===== config.mk =====
export PLATFORM = sky130hd
export DESIGN_NAME = hdmi_video_timing_overlay
export DESIGN_NICKNAME = d
export VERILOG_FILES = /design/src/rtl/hdmi_vid_pkg.sv /design/src/rtl/hdmi_timing_counter.sv /design/src/rtl/hdmi_video_timing_overlay.sv
export SDC_FILE = /design/constraint.sdc
export NUM_CORES = 1
export LEC_CHECK = 0
export CAP_MARGIN = 20
export CELL_PAD_IN_SITES_DETAIL_PLACEMENT = 1
export CELL_PAD_IN_SITES_GLOBAL_PLACEMENT = 2
export CORE_MARGIN = 4
export CORE_UTILIZATION = 40
export DETAILED_ROUTE_END_ITERATION = 10
export PLACE_DENSITY_LB_ADDON = 0.1
export SYNTH_ARGS = -nofsm -noshare
export SYNTH_HDL_FRONTEND = slang
export SYNTH_SLANG_ARGS = --single-unit

===== constraint.sdc =====
create_clock -name hdmi_clk -period 9.5 [get_ports hdmi_clk]
set_clock_uncertainty 0.2 [all_clocks]
set_input_delay 1.9 -clock hdmi_clk [delete_from_list [all_inputs] [get_ports hdmi_clk]]
set_output_delay 1.9 -clock hdmi_clk [all_outputs]
set_load 0.05 [all_outputs]

===== src/rtl/hdmi_vid_pkg.sv =====
// Shared types and constants for the HDMI video timing / overlay driver.
package hdmi_vid_pkg;

    // Pixel source selection; encoding 3 is treated as passthrough.
    typedef enum logic [1:0] {
        MODE_PASS = 2'd0,
        MODE_BARS = 2'd1,
        MODE_BOX  = 2'd2
    } mode_e;

    // Box coordinates are held at a fixed width wide enough for any raster
    // this driver targets; narrower coordinate ports zero-extend into it.
    localparam int BOX_CW = 16;

    typedef struct packed {
        logic [BOX_CW-1:0] x0;
        logic [BOX_CW-1:0] x1;
        logic [BOX_CW-1:0] y0;
        logic [BOX_CW-1:0] y1;
    } box_t;

    // Colour bars, left to right.
    localparam logic [23:0] BAR_RGB [8] = '{
        24'hFFFFFF,   // white
        24'hFFFF00,   // yellow
        24'h00FFFF,   // cyan
        24'h00FF00,   // green
        24'hFF00FF,   // magenta
        24'hFF0000,   // red
        24'h0000FF,   // blue
        24'h000000    // black
    };

    // A box with inverted corners draws nothing.
    function automatic logic box_valid_f(input box_t b);
        return (b.x0 <= b.x1) && (b.y0 <= b.y1);
    endfunction

    // Map the raw mode input onto the enum, folding the spare code to passthrough.
    function automatic mode_e mode_decode_f(input logic [1:0] m);
        case (m)
            2'd1:    return MODE_BARS;
            2'd2:    return MODE_BOX;
            default: return MODE_PASS;
        endcase
    endfunction

endpackage


===== src/rtl/hdmi_timing_counter.sv =====
// Free-running H/V raster counters with raw sync/enable decode and
// active-area coordinates. frame_start is registered so it is low in reset
// and pulses on the first clock after release.
module hdmi_timing_counter #(
    parameter int H_SYNC  = 40,
    parameter int H_BACK  = 220,
    parameter int H_DISP  = 1280,
    parameter int H_FRONT = 110,
    parameter int V_SYNC  = 5,
    parameter int V_BACK  = 20,
    parameter int V_DISP  = 720,
    parameter int V_FRONT = 5,
    parameter int COORD_W = 11
) (
    input  logic               hdmi_clk,
    input  logic               rst_n,
    output logic               hs_raw,
    output logic               vs_raw,
    output logic               de_raw,
    output logic [COORD_W-1:0] act_x,
    output logic [COORD_W-1:0] act_y,
    output logic               frame_start
);

    localparam int H_TOTAL = H_SYNC + H_BACK + H_DISP + H_FRONT;
    localparam int V_TOTAL = V_SYNC + V_BACK + V_DISP + V_FRONT;
    // One extra count of headroom so the end-of-active compare never wraps.
    localparam int HW = $clog2(H_TOTAL + 1);
    localparam int VW = $clog2(V_TOTAL + 1);

    localparam logic [HW-1:0] H_LAST    = HW'(H_TOTAL - 1);
    localparam logic [HW-1:0] H_SYNC_C  = HW'(H_SYNC);
    localparam logic [HW-1:0] H_START_C = HW'(H_SYNC + H_BACK);
    localparam logic [HW-1:0] H_END_C   = HW'(H_SYNC + H_BACK + H_DISP);
    localparam logic [VW-1:0] V_LAST    = VW'(V_TOTAL - 1);
    localparam logic [VW-1:0] V_SYNC_C  = VW'(V_SYNC);
    localparam logic [VW-1:0] V_START_C = VW'(V_SYNC + V_BACK);
    localparam logic [VW-1:0] V_END_C   = VW'(V_SYNC + V_BACK + V_DISP);

    logic [HW-1:0] h_q, h_d;
    logic [VW-1:0] v_q, v_d;
    logic          frame_start_q;

    // Next raster position: h wraps every line, v advances on each h wrap.
    always_comb begin
        h_d = h_q + HW'(1);
        v_d = v_q;
        if (h_q == H_LAST) begin
            h_d = '0;
            v_d = (v_q == V_LAST) ? '0 : v_q + VW'(1);
        end
    end

    // Counter and frame-start registers.
    always_ff @(posedge hdmi_clk or negedge rst_n) begin
        if (!rst_n) begin
            h_q           <= '0;
            v_q           <= '0;
            frame_start_q <= 1'b0;
        end else begin
            h_q           <= h_d;
            v_q           <= v_d;
            frame_start_q <= (h_q == '0) && (v_q == '0);
        end
    end

    assign hs_raw      = (h_q < H_SYNC_C);
    assign vs_raw      = (v_q < V_SYNC_C);
    assign de_raw      = (h_q >= H_START_C) && (h_q < H_END_C) &&
                         (v_q >= V_START_C) && (v_q < V_END_C);
    assign act_x       = COORD_W'(h_q - H_START_C);
    assign act_y       = COORD_W'(v_q - V_START_C);
    assign frame_start = frame_start_q;

endmodule


===== src/rtl/hdmi_video_timing_overlay.sv =====
// Parametrised HDMI video driver: raster timing, frame-buffer read requests
// that lead video_de by RD_LAT+1 clocks, and a pixel mux for passthrough,
// colour bars and passthrough with a motion bounding-box overlay.
module hdmi_video_timing_overlay
    import hdmi_vid_pkg::*;
#(
    parameter int                H_SYNC    = 40,
    parameter int                H_BACK    = 220,
    parameter int                H_DISP    = 1280,
    parameter int                H_FRONT   = 110,
    parameter int                V_SYNC    = 5,
    parameter int                V_BACK    = 20,
    parameter int                V_DISP    = 720,
    parameter int                V_FRONT   = 5,
    parameter int                SYNC_POL  = 0,
    parameter int                RD_LAT    = 1,
    parameter int                DATA_W    = 24,
    parameter int                COORD_W   = 11,
    parameter int                BOX_THICK = 2,
    parameter logic [DATA_W-1:0] BOX_COLOR = 24'hFF0000
) (
    input  logic               hdmi_clk,
    input  logic               rst_n,
    input  logic [1:0]         mode,
    input  logic               box_valid,
    input  logic [COORD_W-1:0] box_x0,
    input  logic [COORD_W-1:0] box_x1,
    input  logic [COORD_W-1:0] box_y0,
    input  logic [COORD_W-1:0] box_y1,
    input  logic [DATA_W-1:0]  rd_data,
    output logic               rd_en,
    output logic [COORD_W-1:0] pixel_xpos,
    output logic [COORD_W-1:0] pixel_ypos,
    output logic               video_hs,
    output logic               video_vs,
    output logic               video_de,
    output logic [DATA_W-1:0]  video_rgb,
    output logic               frame_start
);

    localparam logic               SYNC_ACT  = 1'(SYNC_POL);
    localparam logic               SYNC_IDLE = ~SYNC_ACT;
    localparam int                 BAR_W     = H_DISP / 8;
    localparam logic [COORD_W-1:0] BAR_LAST  = COORD_W'(BAR_W - 1);
    localparam logic [3:0]         BAR_NONE  = 4'd8;   // remainder columns
    localparam int                 OW        = BOX_CW + 2;
    localparam logic [OW-1:0]      THICK     = OW'(BOX_THICK);

    // Everything that must stay co-timed with the fetched pixel.
    typedef struct packed {
        logic               hs;
        logic               vs;
        logic               de;
        logic [3:0]         bar;
        logic [COORD_W-1:0] x;
        logic [COORD_W-1:0] y;
    } pix_t;

    logic               hs_raw, vs_raw, de_raw;
    logic [COORD_W-1:0] act_x, act_y;

    hdmi_timing_counter #(
        .H_SYNC (H_SYNC),  .H_BACK (H_BACK),  .H_DISP (H_DISP),  .H_FRONT(H_FRONT),
        .V_SYNC (V_SYNC),  .V_BACK (V_BACK),  .V_DISP (V_DISP),  .V_FRONT(V_FRONT),
        .COORD_W(COORD_W)
    ) u_timing (
        .hdmi_clk   (hdmi_clk),
        .rst_n      (rst_n),
        .hs_raw     (hs_raw),
        .vs_raw     (vs_raw),
        .de_raw     (de_raw),
        .act_x      (act_x),
        .act_y      (act_y),
        .frame_start(frame_start)
    );

    // ---------------- read-request stage ----------------
    logic               rd_en_q;
    logic [COORD_W-1:0] xpos_q, ypos_q;
    logic               hs_s_q, vs_s_q;
    logic [COORD_W-1:0] bar_cnt_q, bar_cnt_d;
    logic [3:0]         bar_idx_q, bar_idx_d;

    // Bar index tracked by a per-bar column counter restarted at each line start.
    always_comb begin
        bar_cnt_d = bar_cnt_q;
        bar_idx_d = bar_idx_q;
        if (de_raw) begin
            if (act_x == '0) begin
                bar_cnt_d = '0;
                bar_idx_d = (BAR_W == 0) ? BAR_NONE : 4'd0;
            end else if (bar_idx_q != BAR_NONE) begin
                if (bar_cnt_q == BAR_LAST) begin
                    bar_cnt_d = '0;
                    bar_idx_d = bar_idx_q + 4'd1;
                end else begin
                    bar_cnt_d = bar_cnt_q + COORD_W'(1);
                end
            end
        end
    end

    // Register the raw timing into the request stage that drives rd_en.
    always_ff @(posedge hdmi_clk or negedge rst_n) begin
        if (!rst_n) begin
            rd_en_q   <= 1'b0;
            xpos_q    <= '0;
            ypos_q    <= '0;
            hs_s_q    <= 1'b0;
            vs_s_q    <= 1'b0;
            bar_cnt_q <= '0;
            bar_idx_q <= '0;
        end else begin
            rd_en_q   <= de_raw;
            xpos_q    <= de_raw ? act_x : '0;
            ypos_q    <= de_raw ? act_y : '0;
            hs_s_q    <= hs_raw;
            vs_s_q    <= vs_raw;
            bar_cnt_q <= bar_cnt_d;
            bar_idx_q <= bar_idx_d;
        end
    end

    // ---------------- alignment pipe ----------------
    pix_t pipe_q [RD_LAT];
    pix_t stage0;
    pix_t tail;

    assign stage0 = '{hs: hs_s_q, vs: vs_s_q, de: rd_en_q, bar: bar_idx_q,
                      x: xpos_q, y: ypos_q};
    assign tail   = pipe_q[RD_LAT-1];

    // Delay timing and coordinates by RD_LAT so they meet the returning rd_data.
    always_ff @(posedge hdmi_clk or negedge rst_n) begin
        if (!rst_n) begin
            for (int i = 0; i < RD_LAT; i++) pipe_q[i] <= '0;
        end else begin
            pipe_q[0] <= stage0;
            for (int i = 1; i < RD_LAT; i++) pipe_q[i] <= pipe_q[i-1];
        end
    end

    // ---------------- box / mode shadowing ----------------
    box_t  shadow_q, active_q;
    logic  shadow_vld_q, active_vld_q;
    mode_e active_mode_q;

    // Strobes land in the shadow; the frame boundary promotes shadow and mode
    // so a frame is always drawn with one consistent setting.
    always_ff @(posedge hdmi_clk or negedge rst_n) begin
        if (!rst_n) begin
            shadow_q      <= '0;
            shadow_vld_q  <= 1'b0;
            active_q      <= '0;
            active_vld_q  <= 1'b0;
            active_mode_q <= MODE_PASS;
        end else begin
            if (frame_start) begin
                active_q      <= shadow_q;
                active_vld_q  <= shadow_vld_q;
                active_mode_q <= mode_decode_f(mode);
            end
            if (box_valid) begin
                shadow_q.x0  <= BOX_CW'(box_x0);
                shadow_q.x1  <= BOX_CW'(box_x1);
                shadow_q.y0  <= BOX_CW'(box_y0);
                shadow_q.y1  <= BOX_CW'(box_y1);
                shadow_vld_q <= 1'b1;
            end
        end
    end

    // ---------------- pixel mux ----------------
    logic [OW-1:0]     ex, ey, bx0, bx1, by0, by1;
    logic              in_box, on_border, box_hit;
    logic [DATA_W-1:0] rgb_d;

    // Border hit test; boxes thinner than two borders come out solid.
    always_comb begin
        ex        = OW'(tail.x);
        ey        = OW'(tail.y);
        bx0       = OW'(active_q.x0);
        bx1       = OW'(active_q.x1);
        by0       = OW'(active_q.y0);
        by1       = OW'(active_q.y1);
        in_box    = (ex >= bx0) && (ex <= bx1) && (ey >= by0) && (ey <= by1);
        on_border = (ex < bx0 + THICK) || (ex + THICK > bx1) ||
                    (ey < by0 + THICK) || (ey + THICK > by1);
        box_hit   = active_vld_q && box_valid_f(active_q) && in_box && on_border;
    end

    // Select the output colour; blanking forces black.
    always_comb begin
        rgb_d = '0;
        if (tail.de) begin
            case (active_mode_q)
                MODE_BARS: rgb_d = (tail.bar < BAR_NONE) ?
                                   DATA_W'(BAR_RGB[tail.bar[2:0]]) : '0;
                MODE_BOX:  rgb_d = box_hit ? BOX_COLOR : rd_data;
                default:   rgb_d = rd_data;
            endcase
        end
    end

    logic              video_hs_q, video_vs_q, video_de_q;
    logic [DATA_W-1:0] video_rgb_q;

    // Output register feeding the DVI transmitter.
    always_ff @(posedge hdmi_clk or negedge rst_n) begin
        if (!rst_n) begin
            video_hs_q  <= SYNC_IDLE;
            video_vs_q  <= SYNC_IDLE;
            video_de_q  <= 1'b0;
            video_rgb_q <= '0;
        end else begin
            video_hs_q  <= tail.hs ? SYNC_ACT : SYNC_IDLE;
            video_vs_q  <= tail.vs ? SYNC_ACT : SYNC_IDLE;
            video_de_q  <= tail.de;
            video_rgb_q <= rgb_d;
        end
    end

    assign rd_en      = rd_en_q;
    assign pixel_xpos = xpos_q;
    assign pixel_ypos = ypos_q;
    assign video_hs   = video_hs_q;
    assign video_vs   = video_vs_q;
    assign video_de   = video_de_q;
    assign video_rgb  = video_rgb_q;

endmodule

== Yosys cells after proc, flatten, opt, wreduce, memory -nomap -nowiden ==
Memories as Yosys holds them, arrays and structs flattened.
Index checks and enable logic that the tools add are counted.

* Output and inout bits: 51
* Bits in registers: 210
* Memory bits (read-only): 192
* Bits of input ports: 73
* Memories: 1

* $add $sub $neg: 10
* Mux-type cells: 19
* Reductions and logical operators: 21
* Magnitude comparators: 18
* Equal/unequal tests: 8
* Bitwise operators: 1

{| class="wikitable"
|+ Memory list
! name !! depth !! bits a word !! rd ports !! clocked after memory_dff !! write ports !! RTL line !! text
|-
| (no name shown) || 8 || 24 || 1 || 0 || 0 || hdmi_video_timing_overlay.sv:198 || <nowiki>DATA_W'(BAR_RGB[tail.bar[2:0]]) : '0;</nowiki>
|}

{| class="wikitable"
|+ Operators by type and width
! operator !! number
|-
| $mux 24 || 5
|-
| $mux 11 || 6
|-
| $add 11x2->12 const B || 4
|-
| $pmux 24 s2 || 1
|-
| $le 11x11->1 || 4
|-
| $gt 12x11->1 || 2
|-
| $lt 11x12->1 || 2
|-
| $add 11x1->11 const B || 2
|-
| $ge 11x11->1 || 2
|-
| $logic_not 11->1 || 2
|-
| $mux 4 || 3
|-
| $eq 11x11->1 const B || 1
|-
| $eq 11x8->1 const B || 1
|-
| $ge 11x9->1 const B || 1
|-
| $logic_and 1x1->1 || 11
|-
| $lt 11x11->1 const B || 1
|-
| $lt 11x6->1 const B || 1
|-
| $sub 10x5->11 const B || 1
|-
| $sub 11x9->11 const B || 1
|-
| $add 10x1->10 const B || 1
|-
| $eq 10x10->1 const B || 1
|-
| $ge 10x5->1 const B || 1
|-
| $logic_not 10->1 || 1
|-
| $lt 10x10->1 const B || 1
|-
| other kinds (15) || 21
|}

== Logic depth before layout (Yosys ltp) ==
Gate-level depths: netlist of run 1.

* Depth after elaboration: 9
* Depth in mapped cells: 13

== By module ==
From an unflattened synthesis of run 1, not the netlist that was laid out.

* Cell total of the unflattened synthesis: 1112
* Area total of the unflattened synthesis: 11454.7 µm²

{| class="wikitable"
|+ Modules (own cells, without submodules)
! module !! times used !! cells each !! area an instance (µm²)
|-
| hdmi_video_timing_overlay || 1 || 915 || 9733.1
|-
| hdmi_timing_counter || 1 || 197 || 1721.7
|}

== Least setup slack after synthesis of run 1 ==
OpenSTA, ideal clock, no wires.

* Path kind: in2reg
* Start point: in box_valid
* End point: reg shadow_q[0] (netlist bit)
* Stages on the path: 3
* Setup slack: 6.286 ns
* Data required time: 9.175 ns
* Arrival: 2.890 ns
* Buffers on the path: 2
* Library setup time: 0.125 ns
* Cells stage by stage: clkbuf_1 clkbuf_1 mux2_2

{| class="wikitable"
|+ RTL lines
! what !! RTL line !! text
|-
| start: declaration || hdmi_video_timing_overlay.sv:25 || <nowiki>input logic box_valid,</nowiki>
|-
| end: declaration || hdmi_video_timing_overlay.sv:144 || <nowiki>box_t shadow_q, active_q;</nowiki>
|}

No word-level cell between the ends.

== Final worst setup path of run 1 ==
* Start point: reg video_vs_q (netlist: video_vs)
* End point: out video_vs

{| class="wikitable"
|+ RTL lines
! what !! RTL line !! text
|-
| start: declaration || hdmi_video_timing_overlay.sv:205 || <nowiki>logic video_hs_q, video_vs_q, video_de_q;</nowiki>
|-
| start signal: assignment || hdmi_video_timing_overlay.sv:217 || <nowiki>video_vs_q <= tail.vs ? SYNC_ACT : SYNC_IDLE;</nowiki>
|-
| end: declaration || hdmi_video_timing_overlay.sv:35 || <nowiki>output logic video_vs,</nowiki>
|}

No word-level cell between the ends.

==> summary.txt, run 1 <==
Crit path cell chain: clkdlybuf4s50_1
CTS tree: built
Worst path arrival time: 1.84 ns
Antenna Nets Post-Route: 0
RR Endpoint: video_rgb[13]
Vias per cell: 5.27
Yosys warnings: 0
Top_reg_cell synth: dfrtp_1
Post-synth cell types: 67
Worst Setup End Kind: primary output
Most frequent cell after synthesis: dfrtp_1
Setup crit start kind: flip-flop
Cell total after placement: 1,557
Final worst setup slack: 5.56 ns
Ys async rst share: 100%
Area contributors post-synth: dfrtp_1, ha_1, mux2_2
Crit path largest cell delay: 0.79 ns
Max-cap violation count: 0
DP Worst Slack: 5.78 ns
Gr ovfl total: 0
Final nets: 1,407
Hold-fix buffers at CTS: 0
Min-delay src: hs_s_q
Post-CTS Setup Inserts: 0
Post-synth top area share: 46.0%
Post-DP HPWL: 21.4 mm
Fin crit period: 3.94 ns
Post-synth EDFFs: 0
Worst-margin pin slew: 0.912 ns
Register area share after synthesis: 46.5%
Wirelength, routed: 29.1 mm
Clock sink count: 210
Initial Util: 40.6%
Power Dens Cells: 153 mW/mm^2
Setup violators final: 0
Req. time, crit path: 7.40 ns
Hold endpoint: pipe_q[28]
Max Buffers Root-to-Sink: 3
FP Rows: 61
FMAX: 254 MHz
Core area: 0.0279 mm^2
Global-route wire length before repair: 47.9 mm
Hold Path Class: flip-flop to flip-flop
Post-DP Area: 0.0129 mm^2
Setup CP Type: flip-flop to primary output
Number of stages on the worst hold path: 0
Die width: 176 um
Worst skew pair latency: 0.53 ns
RSZ-0062 raised after global routing: false
CP Buf/Inv Count: 1
Slew headroom: 39.2%
Initial antenna violation count: 0
Post-route DRC: 0
CTS resizes: 0
Clk slew on worst S/H paths: 0.06 ns
Max-slew violation count: 0
Root Buffer: clkbuf_16
Syn avg cell area: 10.4 um^2
Die footprint: 0.0310 mm^2
Total GRT Usage: 18.9%
Initial DRT Pass Iterations: 4
Syn Nets: 1,284
Crit share post-route: 41.5%
Diode count: 0
Input/output buffers: 123
Outcome: finished, final reports clean
Post-route cell area: 0.0138 mm^2
Setup total negative slack: 0 ns
Mapped Area: 0.0113 mm^2
Via count: 8,470
Peak VDD IR: 0.123 mV
Yosys reg bits: 210
Vias in the first global route: 8,921
CTS buffer count: 26
Fill cells: 3,068
Leak Pwr: 6.40 nW
# IOs: 124
Die H: 176 um
R2R cell count: 12
Synth area leader: dfrtp_1
Detailed-route wire length per cell: 18.1 um
Max H-tree Level: 1
Commonest cells in the netlist: dfrtp_1, ha_1, nor2_1, o21ai_0, nand2_1
Layout cells sized above 1: 9.61%
Initial drt markers: 380
Fin. Hold Viols: 0
Synth-to-layout area growth: 21.8%
R2R setup slack: 5.81 ns
CP max-delay cell: clkdlybuf4s50_1
Worst path top cell family by delay: buffers and inverters
Post-route insts no fill: 1,606
Critical path peak fanout: 1
Post-Syn Instances: 1,085
Reg-to-reg startpoint: ey[2]
Largest net degree at the start of global routing: 92
Placer Congestion: 0.791
[cell usage in the layout (no fill, tap or decap), types with 8 or more instances in the layout]
| cell type | instances |
|---|---|
| clkinv_2 | 8 |
| nand3_1 | 38 |
| o21ai_1 | 8 |
| a21o_1 | 16 |
| o21ai_0 | 85 |
| and3_1 | 16 |
| clkbuf_16 | 26 |
| a21oi_1 | 38 |
| nand4_1 | 26 |
| nor2b_1 | 13 |
| nor2_1 | 86 |
| nor3_1 | 13 |
| xnor2_1 | 41 |
| xor2_1 | 19 |
| mux2_2 | 48 |
| a211oi_1 | 8 |
| ha_1 | 126 |
| a211o_1 | 11 |
| nand2_1 | 83 |
| clkdlybuf4s50_1 | 121 |
| dfrtp_1 | 207 |
| inv_1 | 65 |
[sequential cells by signal, indices dropped and copies added (netlist names), 2 cells and up]
register,cells
pixel_xpos,11
shadow_q,44
pixel_ypos,11
ey,11
u_timing.h_q,11
active_mode_q,2
video_rgb,24
ex,11
bar_idx_q,4
active_q,44
u_timing.v_q,10
pipe_q,7
bar_cnt_q,11
[per-stage QoR]
stage	total power [mW]	hold WS, ns	util (%)
final	2.11	0.148	49.4
after global routing	2.21	0.155	49.4
after CTS	2.14	0.150	49.3
after detailed placement	1.16	0.136	46.3
after global placement	1.15	0.133	46.3
after floorplan	1.06	0.131	-
[cell families (layout without fill, tap and decap cells)]
| family | count (synthesis) | count (layout) | share of synthesized area [%] |
|---|---|---|---|
| AO/OA/AOI/OAI | 206 | 206 | 11.1 |
| adder cells (fa/ha/maj) | 126 | 126 | 13.9 |
| multiplexers | 49 | 49 | 4.87 |
| XOR/XNOR | 60 | 60 | 4.65 |
| buffers and inverters | 101 | 244 | 3.63 |
| AND/OR/NAND/NOR | 333 | 333 | 15.3 |
| flip-flops | 210 | 210 | 46.5 |
[routing by layer]
| metal | vias up | GRT usage [%] | part of all wire, % |
|---|---|---|---|
| li1 | 4092 | - | - |
| met1 | 4253 | 26.8 | 48 |
| met2 | 98 | 31.1 | 47 |
| met3 | 27 | 2.85 | 3.2 |
| met4 | 0 | 3.54 | 1.8 |
| met5 | - | 0 | 0 |
[report_power, final]
group	switching [mW]	internal (mW)	total, mW
Combinational	0.0964	0.0889	0.185
Sequential	0.0232	0.929	0.952
Clock	0.385	0.583	0.968
Total	0.504	1.60	2.11
[final cells by class]
type,count,area [um^2],share of cell area (%)
timing repair buffer,130,1300,9.42
clock buffer,35,714,5.19
tap,378,473,3.44
clock inverter,13,133,0.963
sequential,210,5260,38.2
multi-input combinational,774,5640,41.0
inverter,66,248,1.80
[worst max-delay path by stage]
| stage | startpoint | endpoint | slack (ns) | cells after the start |
|---|---|---|---|---|
| detailed placement | ey[2] | video_rgb[12] | 5.78 | 12 |
| global route | active_q[17] | video_rgb[11] | 5.49 | 11 |
| CTS | video_vs | video_vs | 5.53 | 1 |
| finish | video_vs | video_vs | 5.56 | 1 |
| floorplan | box_valid | shadow_q[0] | 6.29 | 3 |
| global placement | ey[1] | video_rgb[14] | 5.81 | 12 |
No activity file was read; power rests on OpenSTA's default activity.
==> run 2, diff against run 1 <==
- CORE_UTILIZATION: 40 -> 37
- clock period: 9.5 -> 4 ns (I/O delays scaled with it)
==> run 2 against run 1 <==
Die area up 7.7%; first-iteration DRC count up 4.2%; sequential power increased by 140%; via count shrank 1.5%; combinational power grew 140%; non-clock buffer count rose by 3; final area about the same; sequential share of layout area about the same.
==> summary.txt, run 2 (synthesized netlist as in run 1, its figures left out) <==
Area of the multi-input gates: 0.00564 mm^2
Wirelength, routed: 30.0 mm
Peak VDD IR: 0.314 mV
CTS resizes: 0
Fin crit period: 3.77 ns
Most frequent cells in the layout: dfrtp_1, ha_1, clkdlybuf4s50_1
Worst Setup End Kind: flip-flop
Slew headroom: 39.6%
Worst path arrival time: 3.94 ns
Initial Util: 37.8%
Outcome: finished, final reports clean
Post-route DRC: 0
Setup crit start kind: flip-flop
Setup total negative slack: 0 ns
Initial drt markers: 396
Hold-fix buffers at CTS: 0
CTS buffer count: 25
Root Buffer: clkbuf_16
Fin. Hold Viols: 0
Core area: 0.0299 mm^2
Critical Path Most Common Cell: ha_1
RSZ-0062 raised after global routing: true
FMAX: 265 MHz
Diode count: 0
Post-CTS Setup Inserts: 0
Power Dens Cells: 356 mW/mm^2
Setup violators final: 0
Global-route wire length before repair: 49.5 mm
Sequential cell area: 0.00526 mm^2
Setup CP Type: flip-flop to flip-flop
Total GRT Usage: 18.2%
Req. time, crit path: 4.17 ns
Die H: 183 um
Clock sink count: 210
Detailed-route wire length per cell: 18.6 um
Vias in the first global route: 9,021
Vias per cell: 5.16
CTS tree: built
Antenna Nets Post-Route: 0
Initial DRT Pass Iterations: 4
Final nets: 1,409
Hold WS: 0.0689 ns
Worst-margin pin slew: 0.897 ns
Clk slew on worst S/H paths: 0.06 ns
Via count: 8,345
Most common cell after layout, fill and taps aside: dfrtp_1
Layout cells sized above 1: 9.53%
Placer Congestion: 0.782
Leak Pwr: 6.39 nW
Worst skew pair latency: 0.53 ns
Max Buffers Root-to-Sink: 3
Post-DP HPWL: 22.3 mm
Crit share post-route: 94.3%
Gr ovfl total: 0
Initial antenna violation count: 0
Hold Path Class: input port to async pin
Die footprint: 0.0334 mm^2
FP Rows: 63
Max-slew violation count: 0
Die width: 183 um
CP max-delay cell: nor4b_2
Crit path largest cell delay: 0.81 ns
Post-route cell area: 0.0138 mm^2
Critical path peak fanout: 8
Post-DP Area: 0.0129 mm^2
Max-cap violation count: 0
Fill cells: 3,308
Input/output buffers: 123
Synth-to-layout area growth: 21.8%
Crit path cell chain: ha_1 > and2_1 > nand4_1 > xnor2_1 > ha_1 > a2111oi_0 > o21ai_0 > o22ai_1 > nor4_2 > nor4b_2 > nor2_1
# IOs: 124
Max H-tree Level: 1
Largest net degree at the start of global routing: 94
## run 2: cell count changes in the layout (fill, tap and decap cells not counted), sizes merged
| cell | previous run | this run |
|---|---|---|
| buf | 9 | 12 |
| bufinv | 2 | 1 |
| clkbuf | 35 | 37 |
| clkinv | 9 | 5 |
## run 2: layout make-up
cell class                 instances  share of cell area, %
tap                              390                   3.55
inverter                          66                   1.80
clock buffer                      37                   5.24
multi-input combinational        774                   41.0
sequential                       210                   38.2
timing repair buffer             133                   9.67
clock inverter                     8                  0.545
## run 2: worst max-delay path: cells and delay by family (launching register included)
family	cells	cell delay [ns]
AOI/OAI and AO/OA	3	0.81
DFF	1	0.44
xor gates and xnor gates	1	0.22
and+or+nand+nor	5	1.41
adders and majority gates	2	0.52
## run 2: path summary, 6_finish.rpt
path / start / to / slack (ns) / cells after the start
setup / recovery: active_q[17] / video_rgb[9] / 0.23 / 11
hold / removal: rst_n / shadow_q[33] / 0.07 / 1
setup reg to reg: active_q[17] / video_rgb[9] / 0.23 / 11
hold reg to reg: hs_s_q / pipe_q[28] / 0.15 / 0
max in group asynchronous: rst_n / video_rgb[5] / 2.55 / 2
min in group hdmi_clk: hs_s_q / pipe_q[28] / 0.15 / 0
## run 2: stage by stage
| stage | setup WS [ns] | power (mW) | utilization [%] | std cells |
|---|---|---|---|---|
| after CTS | 0.178 | 5.00 | 46.0 | 1617 |
| after global placement | 0.357 | 2.74 | 43.3 | 1572 |
| after floorplan | 0.881 | 2.53 | - | 1085 |
| final | 0.227 | 4.90 | 46.1 | 1618 |
| after detailed placement | 0.254 | 2.75 | 43.3 | 1572 |
| after global routing | -0.0270 | 5.15 | 46.1 | 1618 |
## run 2: per-layer routing
metal	vias up	global-route usage [%]	part of all wire (%)	routed length, um
met3	45	2.46	3.0	915
met4	0	4.11	2.2	672
met1	4123	25.9	48	14300
met2	99	29.9	47	14200
met5	-	0	0	0
li1	4078	-	-	-
## run 2: where the power goes
part	internal [mW]	switching, mW
sequential	2.21	0.0568
clock	1.31	0.877
combinational	0.214	0.235
